[src/rtl/mult_issue_ctrl.sv]
// Issue sequencer between the execute stage and the iterative 32-bit multiplier.
// Accepts one request, pulses the multiplier start, waits for the result (or a
// watchdog timeout) and hands the response to writeback over valid/ready.
module mult_issue_ctrl #(
  parameter int unsigned TAG_W     = 5,
  parameter int unsigned TIMEOUT   = 31,
  parameter bit          FAST_ZERO = 1'b1
) (
  input  logic             clock,
  input  logic             resetn,
  input  logic             req_valid,
  output logic             req_ready,
  input  logic [31:0]      req_opA,
  input  logic [31:0]      req_opB,
  input  logic [TAG_W-1:0] req_tag,
  input  logic             flush,
  output logic [31:0]      mult_operandA,
  output logic [31:0]      mult_operandB,
  output logic             mult_ctrl,
  input  logic [31:0]      mult_result,
  input  logic             mult_exception,
  input  logic             mult_resultRDY,
  output logic             rsp_valid,
  input  logic             rsp_ready,
  output logic [31:0]      rsp_result,
  output logic             rsp_exception,
  output logic             rsp_timeout,
  output logic [TAG_W-1:0] rsp_tag,
  output logic             busy
);

  localparam logic [7:0] TimeoutCnt = 8'(TIMEOUT);

  typedef enum logic [1:0] {
    StIdle,
    StStart,
    StBusy,
    StDone
  } state_e;

  state_e             state_q;
  logic [7:0]         cnt_q;
  logic [31:0]        op_a_q;
  logic [31:0]        op_b_q;
  logic               ctrl_q;
  logic [TAG_W-1:0]   tag_q;
  logic               rsp_valid_q;
  logic [31:0]        rsp_result_q;
  logic               rsp_exc_q;
  logic               rsp_tmo_q;
  logic               busy_q;

  logic               accept;
  logic               zero_op;
  logic [7:0]         cnt_inc;
  logic               timeout_hit;

  // Handshake qualification, zero-operand detect and watchdog compare.
  always_comb begin
    // Held low while reset is asserted so every output reads 0 during reset.
    req_ready   = resetn && (state_q == StIdle) && !flush;
    accept      = req_valid && req_ready;
    zero_op     = FAST_ZERO && ((req_opA == 32'd0) || (req_opB == 32'd0));
    cnt_inc     = (cnt_q == 8'hFF) ? cnt_q : cnt_q + 8'd1;
    timeout_hit = (cnt_inc == TimeoutCnt);
  end

  // Sequencer FSM with all outputs registered.
  always_ff @(posedge clock or negedge resetn) begin
    if (!resetn) begin
      state_q      <= StIdle;
      cnt_q        <= 8'd0;
      op_a_q       <= 32'd0;
      op_b_q       <= 32'd0;
      ctrl_q       <= 1'b0;
      tag_q        <= '0;
      rsp_valid_q  <= 1'b0;
      rsp_result_q <= 32'd0;
      rsp_exc_q    <= 1'b0;
      rsp_tmo_q    <= 1'b0;
      busy_q       <= 1'b0;
    end else begin
      // Start is a single-cycle pulse; only the IDLE accept path raises it.
      ctrl_q <= 1'b0;
      unique case (state_q)
        StIdle: begin
          if (accept) begin
            // Operands only change here so the multiplier sees stable inputs.
            op_a_q <= req_opA;
            op_b_q <= req_opB;
            tag_q  <= req_tag;
            busy_q <= 1'b1;
            if (zero_op) begin
              state_q      <= StDone;
              rsp_valid_q  <= 1'b1;
              rsp_result_q <= 32'd0;
              rsp_exc_q    <= 1'b0;
              rsp_tmo_q    <= 1'b0;
            end else begin
              state_q <= StStart;
              ctrl_q  <= 1'b1;
            end
          end
        end
        StStart: begin
          cnt_q <= 8'd0;
          if (flush) begin
            state_q <= StIdle;
            busy_q  <= 1'b0;
          end else begin
            state_q <= StBusy;
          end
        end
        StBusy: begin
          cnt_q <= cnt_inc;
          if (flush) begin
            state_q <= StIdle;
            busy_q  <= 1'b0;
          end else if (mult_resultRDY) begin
            // A result arriving on the watchdog's last cycle still wins.
            state_q      <= StDone;
            rsp_valid_q  <= 1'b1;
            rsp_result_q <= mult_result;
            rsp_exc_q    <= mult_exception;
            rsp_tmo_q    <= 1'b0;
          end else if (timeout_hit) begin
            state_q      <= StDone;
            rsp_valid_q  <= 1'b1;
            rsp_result_q <= 32'd0;
            rsp_exc_q    <= 1'b1;
            rsp_tmo_q    <= 1'b1;
          end
        end
        StDone: begin
          if (flush || rsp_ready) begin
            state_q     <= StIdle;
            rsp_valid_q <= 1'b0;
            busy_q      <= 1'b0;
          end
        end
        default: begin
          state_q     <= StIdle;
          rsp_valid_q <= 1'b0;
          busy_q      <= 1'b0;
        end
      endcase
    end
  end

  assign mult_operandA = op_a_q;
  assign mult_operandB = op_b_q;
  assign mult_ctrl     = ctrl_q;
  assign rsp_valid     = rsp_valid_q;
  assign rsp_result    = rsp_result_q;
  assign rsp_exception = rsp_exc_q;
  assign rsp_timeout   = rsp_tmo_q;
  assign rsp_tag       = tag_q;
  assign busy          = busy_q;

endmodule

[config.mk]
export PLATFORM = sky130hd
export DESIGN_NAME = mult_issue_ctrl
export DESIGN_NICKNAME = d
export VERILOG_FILES = /design/src/rtl/mult_issue_ctrl.sv
export SDC_FILE = /design/constraint.sdc
export NUM_CORES = 1
export LEC_CHECK = 0
export BUFFER_PORTS_ARGS = -buffer_cell sky130_fd_sc_hd__buf_2
export CAP_MARGIN = 30
export CELL_PAD_IN_SITES_DETAIL_PLACEMENT = 0
export CELL_PAD_IN_SITES_GLOBAL_PLACEMENT = 1
export CORE_UTILIZATION = 39
export DETAILED_ROUTE_END_ITERATION = 10
export PLACE_DENSITY_LB_ADDON = 0.1
export SLEW_MARGIN = 20
export SYNTH_ARGS = -nofsm -noshare
export SYNTH_HDL_FRONTEND = slang
export SYNTH_SLANG_ARGS = --single-unit
[constraint.sdc]
create_clock -name clock -period 6.4 [get_ports clock]
set_input_delay 1.28 -clock clock [delete_from_list [all_inputs] [get_ports clock]]
set_output_delay 1.28 -clock clock [all_outputs]
set_load 0.01 [all_outputs]
### Word level (Yosys, flattened, before mapping)

Index checks and enable logic that the tools add are counted.

* add/sub/neg operators: 1
* equality and inequality tests: 12
* multiplexer cells: 37
* reductions and logical operators: 18

Operator list (count)
* two-way mux 32 bit: 5
* zero test 32 bit: 2
* one-hot mux 32 bit (2 select lines): 1
* two-way mux 1 bit: 17
* one-hot mux 8 bit (2 select lines): 1
* two-way mux 2 bit: 7
* adder 8 x 1 -> 8 bit, second input constant: 1
* == test 8 x 5 -> 1 bit, second input constant: 1
* == test 8 bit, second input constant: 1
* two-way mux 8 bit: 1
* inequality test 2 bit, second input constant: 4
* one-hot mux 2 bit (4 select lines): 1
* one-hot mux 1 bit (3 select lines): 2
* AND reduction 3 bit: 2
* AND reduction 6 bit: 1
* AND reduction 5 bit: 1
* == test 2 bit, second input constant: 2
* inequality test 4 bit, second input constant: 1
* one-hot mux 1 bit (2 select lines): 2
* nonzero test 2 bit: 2
* logical AND 1 bit: 3
* inequality test 3 bit, second input constant: 1
* nonzero test 3 bit: 1
* == test 2 x 1 -> 1 bit, second input constant: 1
* other kinds (6): 7

* register bits after elaboration: 116
* output and inout bits: 107

### Logic depth before layout (Yosys ltp)

Gate-level depths: netlist of run 1.

* depth in word-level cells: 7
* mapped depth: 10
* mapped depth without buffers: 7

### Least setup slack after synthesis of run 1

No wires, ideal clock.

* kind: input to register
* start point: input req_opB[24]
* end point: register rsp_result_q[12] (netlist: rsp_result[12])
* setup time: 138 ps
* arrival time: 2742 ps
* slack: 3520 ps
* stages: 6
* cells stage by stage: nor4_1 > nand4_1 > o22ai_1 > clkbuf_1 > clkbuf_1 > o211ai_1

* cells in the longest elaborated chain, start to end: 4

Ends and longest elaborated chain
* start: declaration: RTL line 14 `input logic [31:0] req_opB,`
* zero test 32 bit: RTL line 63 `zero_op = FAST_ZERO && ((req_opA == 32'd0) || (req_opB == 32'd0));`
* logical OR 1 bit: RTL line 63
* inequality test 2 bit (no source line)
* AND reduction 5 bit (no source line)
* end signal: assignment: RTL line 123 `rsp_result_q <= mult_result;`
* end: declaration: RTL line 48 `logic [31:0] rsp_result_q;`

Every way passes these cells.
A chain may end at the register's enable or synchronous reset.

### Worst setup path after layout of run 1

* start point: input resetn
* end point: output req_ready

* cells in the longest elaborated chain, start to end: 2

Ends and longest elaborated chain
* start: declaration: RTL line 10 `input logic resetn,`
* logical AND 1 bit (2 in a row): RTL line 61 `req_ready = resetn && (state_q == StIdle) && !flush;`
* end: declaration: RTL line 12 `output logic req_ready,`

Every way passes these cells.

==> results of run 1 <==
[logic make-up after synthesis]
family,after synthesis,share of synthesized area
DFF,116,0.478
and+or+nand+nor,398,0.286
AOI/OAI and AO/OA,132,0.168
adders and majority gates,6,0.0124
xor gates and xnor gates,1,0.00144
muxes,3,0.00515
buffers and inverters,69,0.0486
[cell usage in the layout, fill, tap and decap left out, types with 2 or more instances in the layout]
master,n
or4_1,2
a21oi_1,47
clkinv_4,4
a211oi_2,30
bufinv_16,4
inv_1,10
clkbuf_8,2
nor2_1,39
ha_1,6
mux2i_1,2
nor2b_1,2
buf_2,213
nor4_1,16
clkbuf_16,17
dfrtp_1,116
and3_1,2
a41oi_1,2
and2_2,2
nand4_1,38
o211ai_1,34
a211oi_1,2
nand3b_1,2
nand2_1,248
nor3_1,2
buf_4,10
or3_1,2
o31ai_1,3
o22ai_1,2
buf_16,2
o21ai_0,3
inv_6,3
clkinvlp_4,2
nand3_1,36
[cell type report]
class                      count  area share
clock buffer                  19      0.0570
clock inverter                13      0.0247
antenna                        1    0.000315
tap                          188      0.0296
multi-input combinational    540       0.365
sequential                   116       0.365
inverter                      10     0.00472
timing repair buffer         226       0.153
[routing by layer]
metal	GRT usage	vias to the layer above	share of wire
met5	0	-	0.00048
met4	0.0903	2	0.023
met3	0.0616	30	0.062
met2	0.393	210	0.48
met1	0.305	2979	0.43
li1	-	2909	-
[critical path, delay by kind of cell]
kind	cells	cell delay, ns
buffers and inverters	2	0.68
AND/OR/NAND/NOR	1	0.25
[Yosys cell counts, drive strengths merged, types with 2 or more instances]
| cell | instances | area [um2] |
|---|---|---|
| nor4 | 16 | 100 |
| nor2b | 3 | 18.8 |
| o21ai | 3 | 15.0 |
| nor3 | 3 | 15.0 |
| nand2 | 248 | 931 |
| o31ai | 3 | 22.5 |
| a41oi | 2 | 17.5 |
| clkbuf | 52 | 195 |
| ha | 6 | 75.1 |
| a21oi | 48 | 240 |
| nand4 | 38 | 238 |
| or4 | 2 | 15.0 |
| or3 | 3 | 18.8 |
| o211ai | 34 | 255 |
| nand3b | 2 | 15.0 |
| and2 | 2 | 12.5 |
| buf | 7 | 62.6 |
| o22ai | 3 | 18.8 |
| nand3 | 36 | 180 |
| mux2i | 2 | 20.0 |
| and3 | 2 | 12.5 |
| a211oi | 32 | 390 |
| nor2 | 39 | 146 |
| dfrtp | 116 | 2900 |
| inv | 10 | 37.5 |
[flip-flops by register name (all words and copies together) (netlist names)]
signal,count
rsp_valid,1
rsp_tag,5
mult_ctrl,1
rsp_timeout,1
rsp_result,32
rsp_exception,1
busy,1
mult_operandA,32
state_q,2
cnt_q,8
mult_operandB,32
[through the flow]
stage,cell area (um2),util,hold WS [ns],power [mW]
after floorplan,6070,-,0.514,1.59
after global placement,7220,0.475,0.452,1.95
after detailed placement,7270,0.478,0.457,1.98
after CTS,7920,0.521,0.471,3.04
after global routing,7940,0.522,0.492,3.19
final,7950,0.523,0.470,3.01
[where the power goes]
| group | switching (mW) | internal [mW] | total [mW] |
|---|---|---|---|
| clock | 0.366 | 0.678 | 1.04 |
| sequential | 0.124 | 0.955 | 1.08 |
| combinational | 0.534 | 0.355 | 0.889 |
[worst paths after layout]
path                                       start                to  slack (ns)  cells after the start
worst max-delay path                      resetn         req_ready        2.86                      3
worst min-delay path            mult_operandB[3]  mult_operandB[3]        0.47                      2
worst max register to register          cnt_q[0]     rsp_result[0]        3.51                      8
worst min register to register  mult_operandB[3]  mult_operandB[3]        0.47                      2
max in group asynchronous                 resetn        rsp_tag[4]        4.15                      2
min in group asynchronous                 resetn     rsp_result[8]        0.92                      1
==> results.json, run 1 <==
{
  "max_freq_mhz": 283,
  "rsz0062_at_grt": "false",
  "synthesis.area_mm2": 0.00607,
  "grt_pass1_wl_um": 30500,
  "synth_edf_count": 0,
  "io_pins": 215,
  "clockBufferDepth": 2,
  "ys_seq_elements": 116,
  "coreArea_mm2": 0.0152,
  "pre_cts_ws_ns": 2.58,
  "num_vias": 6130,
  "dieArea_mm2": 0.0161,
  "cp.arrival_ns": 2.26,
  "ys.flop_type": "dfrtp_1",
  "multi_input_area_mm2": 0.00290,
  "path_max_fanout": 53,
  "grt_pass1_vias": 5994,
  "rows": 45,
  "instances_no_fill": 1113,
  "max-slew-margin-rel": 0.442,
  "setup_violations": 0,
  "power_density_mw_per_mm2": 379,
  "crit_path_end_kind": "output port",
  "routedWlPerCell_um": 16.7,
  "crit_chain": "buf_4 > and3_1 > buf_2",
  "antenna_found_initial": 2,
  "cts-htree-levels": 4,
  "slowest_delay_ns": 0.55,
  "synth_cell_types": 41,
  "ant_nets": 0,
  "worstHoldPathType": "reg2reg",
  "grt_max_degree": 105,
  "start_util": 0.399,
  "dpl.cell_count": 1079,
  "tns_ns": 0,
  "vdd_drop_max_v": 0.000191,
  "cts_resized": 0,
  "worst_pin_slew_ns": 0.837,
  "p_leak_nw": 3.79,
  "syn_area_per_cell_um2": 8.37,
  "ys_seq_area_frac": 0.478,
  "port_buffers": 214,
  "max-cap-violations": 0,
  "worstSetupPathType": "in2out",
  "final_nets": 1025,
  "cts_tree": "done",
  "worst_ep_required_time_ns": 5.12,
  "clk_pin_slew_ns": 0.05,
  "finalCriticalPeriod_ns": 3.54,
  "vias_per_cell": 5.51,
  "fill_cells": 1455,
  "slowest_stage": "buf_4",
  "min_period_over_period": 0.553,
  "drive_above_1_share": 0.320,
  "clock-root-buffer": "clkbuf_16",
  "status": "finished, final reports clean",
  "cts_hold_buf": 0,
  "grt_use_total": 0.240,
  "hold_violations": 0,
  "post_synth_inst_count": 725,
  "die_h_um": 127,
  "fin_skew_ns": 0.00917,
  "grt_overflow": 0,
  "drtPass1Iterations": 7,
  "syn_to_final_growth_pct": 30.9,
  "cts_buffers": 17,
  "setup_ws_ns": 2.86,
  "drc": 0,
  "clock_sinks": 116,
  "regArea_mm2": 0.00290,
  "syn_nets": 839,
  "clkLatencyLatePin_ns": 0.42,
  "finalWirelength_um": 18600,
  "gp_congestion": 0.830,
  "hpwl_um": 12200,
  "die_x_um": 127,
  "ys_async_sr_fraction": 1.00,
  "setup.worst_path.start_class": "input port",
  "first_iter_violations": 422,
  "postCtsSetupRepairBufs": 0,
  "yosys_warnings": 0,
  "maxSlewViolCount": 0
}
Note: power is estimated with default switching activity, not from simulation.
==> inputs of run 2 (changes only) <==
--- a/config.mk
+++ b/config.mk
@@ -9,7 +9,7 @@
 export CAP_MARGIN = 30
 export CELL_PAD_IN_SITES_DETAIL_PLACEMENT = 0
 export CELL_PAD_IN_SITES_GLOBAL_PLACEMENT = 1
-export CORE_UTILIZATION = 39
+export CORE_UTILIZATION = 36
 export DETAILED_ROUTE_END_ITERATION = 10
 export PLACE_DENSITY_LB_ADDON = 0.1
 export SLEW_MARGIN = 20
==> constraint.sdc (replaced) <==
create_clock -name clock -period 3.3 [get_ports clock]
set_input_delay 0.66 -clock clock [delete_from_list [all_inputs] [get_ports clock]]
set_output_delay 0.66 -clock clock [all_outputs]
set_load 0.01 [all_outputs]
==> run 2 against run 1 <==
Effect of this change:
- final cell count up 3.1%
- setup slack worse by 2.1 ns
- largest cell class unchanged
- die area up 8.2%
- sequential power up 94%
- sequential cell count unchanged
- critical path type is now reg2reg
- combinational power up 95%
- routed wire length up 2.4%
==> results.json, run 2 (same netlist as run 1, synthesis figures left out) <==
{
  "status": "finished, final reports clean",
  "fin_util": 0.481,
  "setup.worst_path.start_class": "register",
  "seqPwrFrac": 0.361,
  "max-cap-violations": 0,
  "vias_per_cell": 5.31,
  "crit_path_end_kind": "register",
  "p_int_mw": 3.82,
  "finalWirelength_um": 19100,
  "fin_skew_ns": 0.00446,
  "crit_chain": "ha_1 > xnor2_1 > or4_1 > and2_2 > buf_4 > a211oi_1 > o211ai_1",
  "worst_ep_required_time_ns": 3.58,
  "n_antenna_cell": 0,
  "cp.arrival_ns": 2.77,
  "grt_pass1_wl_um": 31400,
  "syn_to_final_growth_pct": 31.0,
  "grt_use_total": 0.227,
  "min_period_over_period": 0.755,
  "worstSetupPathType": "reg2reg",
  "grt_max_degree": 72,
  "power_density_mw_per_mm2": 727,
  "drtPass1Iterations": 5,
  "final_nets": 1028,
  "worstHoldPathType": "in2async",
  "routedWlPerCell_um": 16.6,
  "slowest_delay_ns": 0.53,
  "die_h_um": 132,
  "critical_path.top_delay_family": "simple AND/OR/NAND/NOR gates",
  "cts_resized": 0,
  "io_pins": 215,
  "grt_overflow": 0,
  "grt_pass1_vias": 6106,
  "drive_above_1_share": 0.320,
  "max-slew-margin-rel": 0.479,
  "combPwrFrac": 0.299,
  "port_buffers": 214,
  "clock-root-buffer": "clkbuf_16",
  "slowest_stage": "or4_1",
  "final_common_cell": "nand2_1",
  "clk_pin_slew_ns": 0.06,
  "vdd_drop_max_v": 0.000404,
  "switching_share": 0.339,
  "setup_violations": 0,
  "tns_ns": 0,
  "worst_pin_slew_ns": 0.782,
  "rows": 47,
  "clock_sinks": 116,
  "reg2reg_slack_ns": 0.81,
  "p_leak_nw": 3.78,
  "p_clk_frac": 0.340,
  "coreArea_mm2": 0.0165,
  "dieArea_mm2": 0.0174,
  "cts_tree": "done",
  "hpwl_um": 12900,
  "ant_nets": 0,
  "cts_buffers": 17,
  "path_max_fanout": 15,
  "start_util": 0.367,
  "first_iter_violations": 446,
  "layout_common_cells": "nand2_1 (248), buf_2 (213), dfrtp_1 (116)",
  "maxSlewViolCount": 0,
  "max_freq_mhz": 402,
  "hold_violations": 0,
  "postCtsSetupRepairBufs": 0,
  "clkLatencyLatePin_ns": 0.42,
  "rsz0062_at_grt": "false",
  "path_buf_inv": 1,
  "clockBufferDepth": 2,
  "cts_hold_buf": 0,
  "cts-htree-levels": 4,
  "power_switching_mw": 1.96,
  "num_vias": 6086,
  "finalCriticalPeriod_ns": 2.49,
  "die_x_um": 132,
  "drc": 0,
  "gp_congestion": 0.790,
  "antenna_found_initial": 0
}
run 2: cell types whose count changed in the layout (fill, tap and decap cells not counted):
| cell | before | now |
|---|---|---|
| buf_12 | 1 | 2 |
| clkbuf_8 | 2 | 1 |
| diode_2 | 1 | 0 |
| clkinv_2 | 0 | 2 |
| clkbuf_1 | 0 | 2 |
| inv_6 | 3 | 1 |
| clkinvlp_4 | 2 | 3 |
| buf_16 | 2 | 0 |
| buf_4 | 10 | 14 |
| clkinv_4 | 4 | 2 |
run 2: worst paths after layout:
kind                             startpoint                to  cells after the start
setup / recovery                   cnt_q[0]     rsp_result[0]                      7
hold / removal                       resetn              busy                      1
setup reg to reg                   cnt_q[0]     rsp_result[0]                      7
hold reg to reg            mult_operandB[6]  mult_operandB[6]                      2
max in group asynchronous            resetn    rsp_result[18]                      2
min in group clock               req_tag[4]        rsp_tag[4]                      3
run 2: worst register-to-register path, delay by kind of cell (launching register included):
kind | cells | cell delay, ns
AO/OA/AOI/OAI | 2 | 0.39
XOR/XNOR | 1 | 0.17
adder cells (fa/ha/maj) | 1 | 0.28
buffers and inverters | 1 | 0.26
flip-flops | 1 | 0.43
AND/OR/NAND/NOR | 2 | 0.82
run 2: cell type report:
cell class	instances	area [um2]
Clock buffer	20	447
Clock inverter	12	179
Fill cell	1637	8570
Inverter	10	37.5
Multi-Input combinational cell	540	2900
Sequential cell	116	2900
Tap cell	220	275
Timing Repair Buffer	229	1210
run 2: metal layers:
| layer | part of all wire | wire length [um] | GRT usage |
|---|---|---|---|
| met3 | 0.062 | 1170 | 0.0515 |
| met4 | 0.016 | 311 | 0.0807 |
| met5 | 0 | 0 | 0 |
| met2 | 0.48 | 9070 | 0.365 |
| met1 | 0.45 | 8520 | 0.299 |
run 2: power by group through the flow:
stage               clock [mW]  sequential, mW  combinational (mW)
finish                    1.96            2.09                1.73
global route              2.07            2.15                1.93
CTS                       2.00            2.09                1.76
detailed placement           0            2.10                1.76
global placement             0            2.08                1.72
floorplan                    0            2.30               0.775
run 2: per-stage QoR:
stage	total power, mW	instance area, um2	hold slack (ns)	cells	setup WS [ns]
4_1_cts	5.85	7950	0.0757	1147	0.806
3_5_place_dp	3.86	7330	0.457	1115	0.817
3_3_place_gp	3.81	7330	0.452	1115	0.894
6_report	5.78	7950	0.0822	1147	0.810
2_1_floorplan	3.08	6070	0.364	725	1.02
5_1_grt	6.15	7950	0.0742	1147	0.671
==> inputs of run 3 (changes only) <==
--- a/config.mk
+++ b/config.mk
@@ -9,7 +9,7 @@
 export CAP_MARGIN = 30
 export CELL_PAD_IN_SITES_DETAIL_PLACEMENT = 0
 export CELL_PAD_IN_SITES_GLOBAL_PLACEMENT = 1
-export CORE_UTILIZATION = 36
+export CORE_UTILIZATION = 33
 export DETAILED_ROUTE_END_ITERATION = 10
 export PLACE_DENSITY_LB_ADDON = 0.1
 export SLEW_MARGIN = 20
==> constraint.sdc (replaced) <==
create_clock -name clock -period 2.2 [get_ports clock]
set_input_delay 0.44 -clock clock [delete_from_list [all_inputs] [get_ports clock]]
set_output_delay 0.44 -clock clock [all_outputs]
set_load 0.01 [all_outputs]
==> run 3 against run 2 <==
Effect of this change:
- clock-buffer cell count rose by 2
- die area rose by 9.0%
- final area rose by 3.4%
- sequential power rose by 50%
- via count rose by 0.12%
- utilization fell by 2.5 points
==> results.json, run 3 (same netlist as run 1, synthesis figures left out) <==
{
  "max_freq_mhz": 475,
  "dpl.cell_count": 1139,
  "rows": 49,
  "drtPass1Iterations": 5,
  "cts-htree-levels": 4,
  "clk_pin_slew_ns": 0.06,
  "slowest_delay_ns": 0.49,
  "min_period_over_period": 0.957,
  "first_iter_violations": 420,
  "ant_nets": 0,
  "instances_no_fill": 1171,
  "wl_met1_um": 8380,
  "fin_util": 0.456,
  "io_pins": 215,
  "gp_congestion": 0.856,
  "worstHoldPathType": "in2reg",
  "worst_ep_required_time_ns": 2.49,
  "p_leak_nw": 3.91,
  "grt_max_degree": 115,
  "routedWlPerCell_um": 16.6,
  "cts_buffers": 17,
  "port_buffers": 214,
  "clkLatencyLatePin_ns": 0.42,
  "cts_tree": "done",
  "worst_pin_slew_ns": 0.633,
  "cp.arrival_ns": 2.40,
  "hp-start": "req_tag[0]",
  "vias_per_cell": 5.20,
  "final_common_cell": "nand2_1",
  "drive_above_1_share": 0.334,
  "grt_pass1_vias": 5845,
  "slowest_stage": "or4_4",
  "setup.worst_path.start_class": "register",
  "coreArea_mm2": 0.0180,
  "highest_layer": "met5",
  "finalWirelength_um": 19400,
  "clock-root-buffer": "clkbuf_16",
  "maxSlewViolCount": 0,
  "die_h_um": 138,
  "r2r_end": "rsp_result[29]",
  "setup_violations": 0,
  "dr_wl_met3_um": 1410,
  "r2r-start": "cnt_q[1]",
  "status": "finished, final reports clean",
  "start_util": 0.337,
  "hold_violations": 0,
  "grt_use_total": 0.211,
  "die_x_um": 138,
  "clockBufferDepth": 2,
  "wl_met2_um": 9440,
  "vdd_drop_max_v": 0.000656,
  "grt_overflow": 0,
  "finalCriticalPeriod_ns": 2.10,
  "worstSetupPathType": "reg2reg",
  "power_density_mw_per_mm2": 1060,
  "antenna_found_initial": 1,
  "path_max_fanout": 5,
  "crit_chain": "ha_4 > nand4bb_1 > or4_4 > and2_4 > buf_4 > a211oi_2 > o211ai_1",
  "min_path_cells": 3,
  "drc": 0,
  "max-slew-margin-rel": 0.578,
  "dieArea_mm2": 0.0189,
  "rsz0062_at_grt": "false",
  "reg2reg_slack_ns": 0.1,
  "n_antenna_cell": 0,
  "num_vias": 6093,
  "fin_skew_ns": 0.0126,
  "layout_common_cells": "nand2_1 (248), buf_2 (213), dfrtp_1 (116)",
  "crit_path_end_kind": "register",
  "tns_ns": 0,
  "total_power_mw": 8.72,
  "hpwl_um": 13200,
  "clock_sinks": 116,
  "grt_pass1_wl_um": 30400,
  "ff2ff_path_depth": 7,
  "final_nets": 1044,
  "syn_to_final_growth_pct": 35.4,
  "max-cap-violations": 0,
  "min_to": "rsp_tag[0]"
}
## run 3: per-stage QoR
| step | hold slack (ns) | setup WS, ns | cell area (um2) |
|---|---|---|---|
| global placement | 0.256 | 0.0103 | 7570 |
| CTS | 0.199 | 0.0437 | 8200 |
| global route | 0.198 | 0.0116 | 8220 |
| floorplan | 0.144 | -0.0275 | 6090 |
| detailed placement | 0.256 | 0.00670 | 7570 |
| finish | 0.212 | 0.0957 | 8220 |
## run 3: worst max-delay path by stage
stage	startpoint	endpoint	slack (ns)
2_1_floorplan	cnt_q[0]	rsp_result[22]	-0.03
3_3_place_gp	cnt_q[1]	rsp_result[31]	0.01
3_5_place_dp	cnt_q[1]	rsp_result[20]	0.007
4_1_cts	cnt_q[1]	rsp_result[31]	0.04
5_1_grt	cnt_q[1]	rsp_result[9]	0.01
6_report	cnt_q[1]	rsp_result[29]	0.1
## run 3: cell type report
cell class | instances | area (um2)
clock buffer | 22 | 464
clock inverter | 9 | 153
fill | 1837 | 9800
inverter | 10 | 37.5
multi-input combinational | 540 | 2940
sequential | 116 | 2900
tap | 229 | 287
timing repair buffer | 245 | 1440
## run 3: layer usage
| layer | GRT usage | up-vias |
|---|---|---|
| li1 | - | 2951 |
| met1 | 0.270 | 2925 |
| met2 | 0.337 | 198 |
| met3 | 0.0600 | 17 |
| met4 | 0.0763 | 2 |
| met5 | 0 | - |
## run 3: where the power goes
part | internal, mW | switching [mW] | total [mW]
sequential | 2.78 | 0.346 | 3.13
clock | 1.94 | 0.974 | 2.92
combinational | 1.09 | 1.59 | 2.67
total | 5.81 | 2.90 | 8.72
## run 3: worst max-delay path, delay by kind of cell, from the launching register on
family                     cells  cell delay [ns]
AOI/OAI and AO/OA              2             0.35
buffers and inverters          1             0.17
DFF                            1             0.41
and+or+nand+nor                3             0.76
adders and majority gates      1             0.28
## run 3: what timing repair did
| action | 4_1_cts | 5_1_grt |
|---|---|---|
| cloned | 0 | 0 |
| resized for setup | 1 | 5 |
| endpoints found under the setup margin | 3 | 9 |
| buffers inserted | 0 | 0 |
| hold buffers | 1 | 0 |
| endpoints found under the hold margin | 2 | 0 |
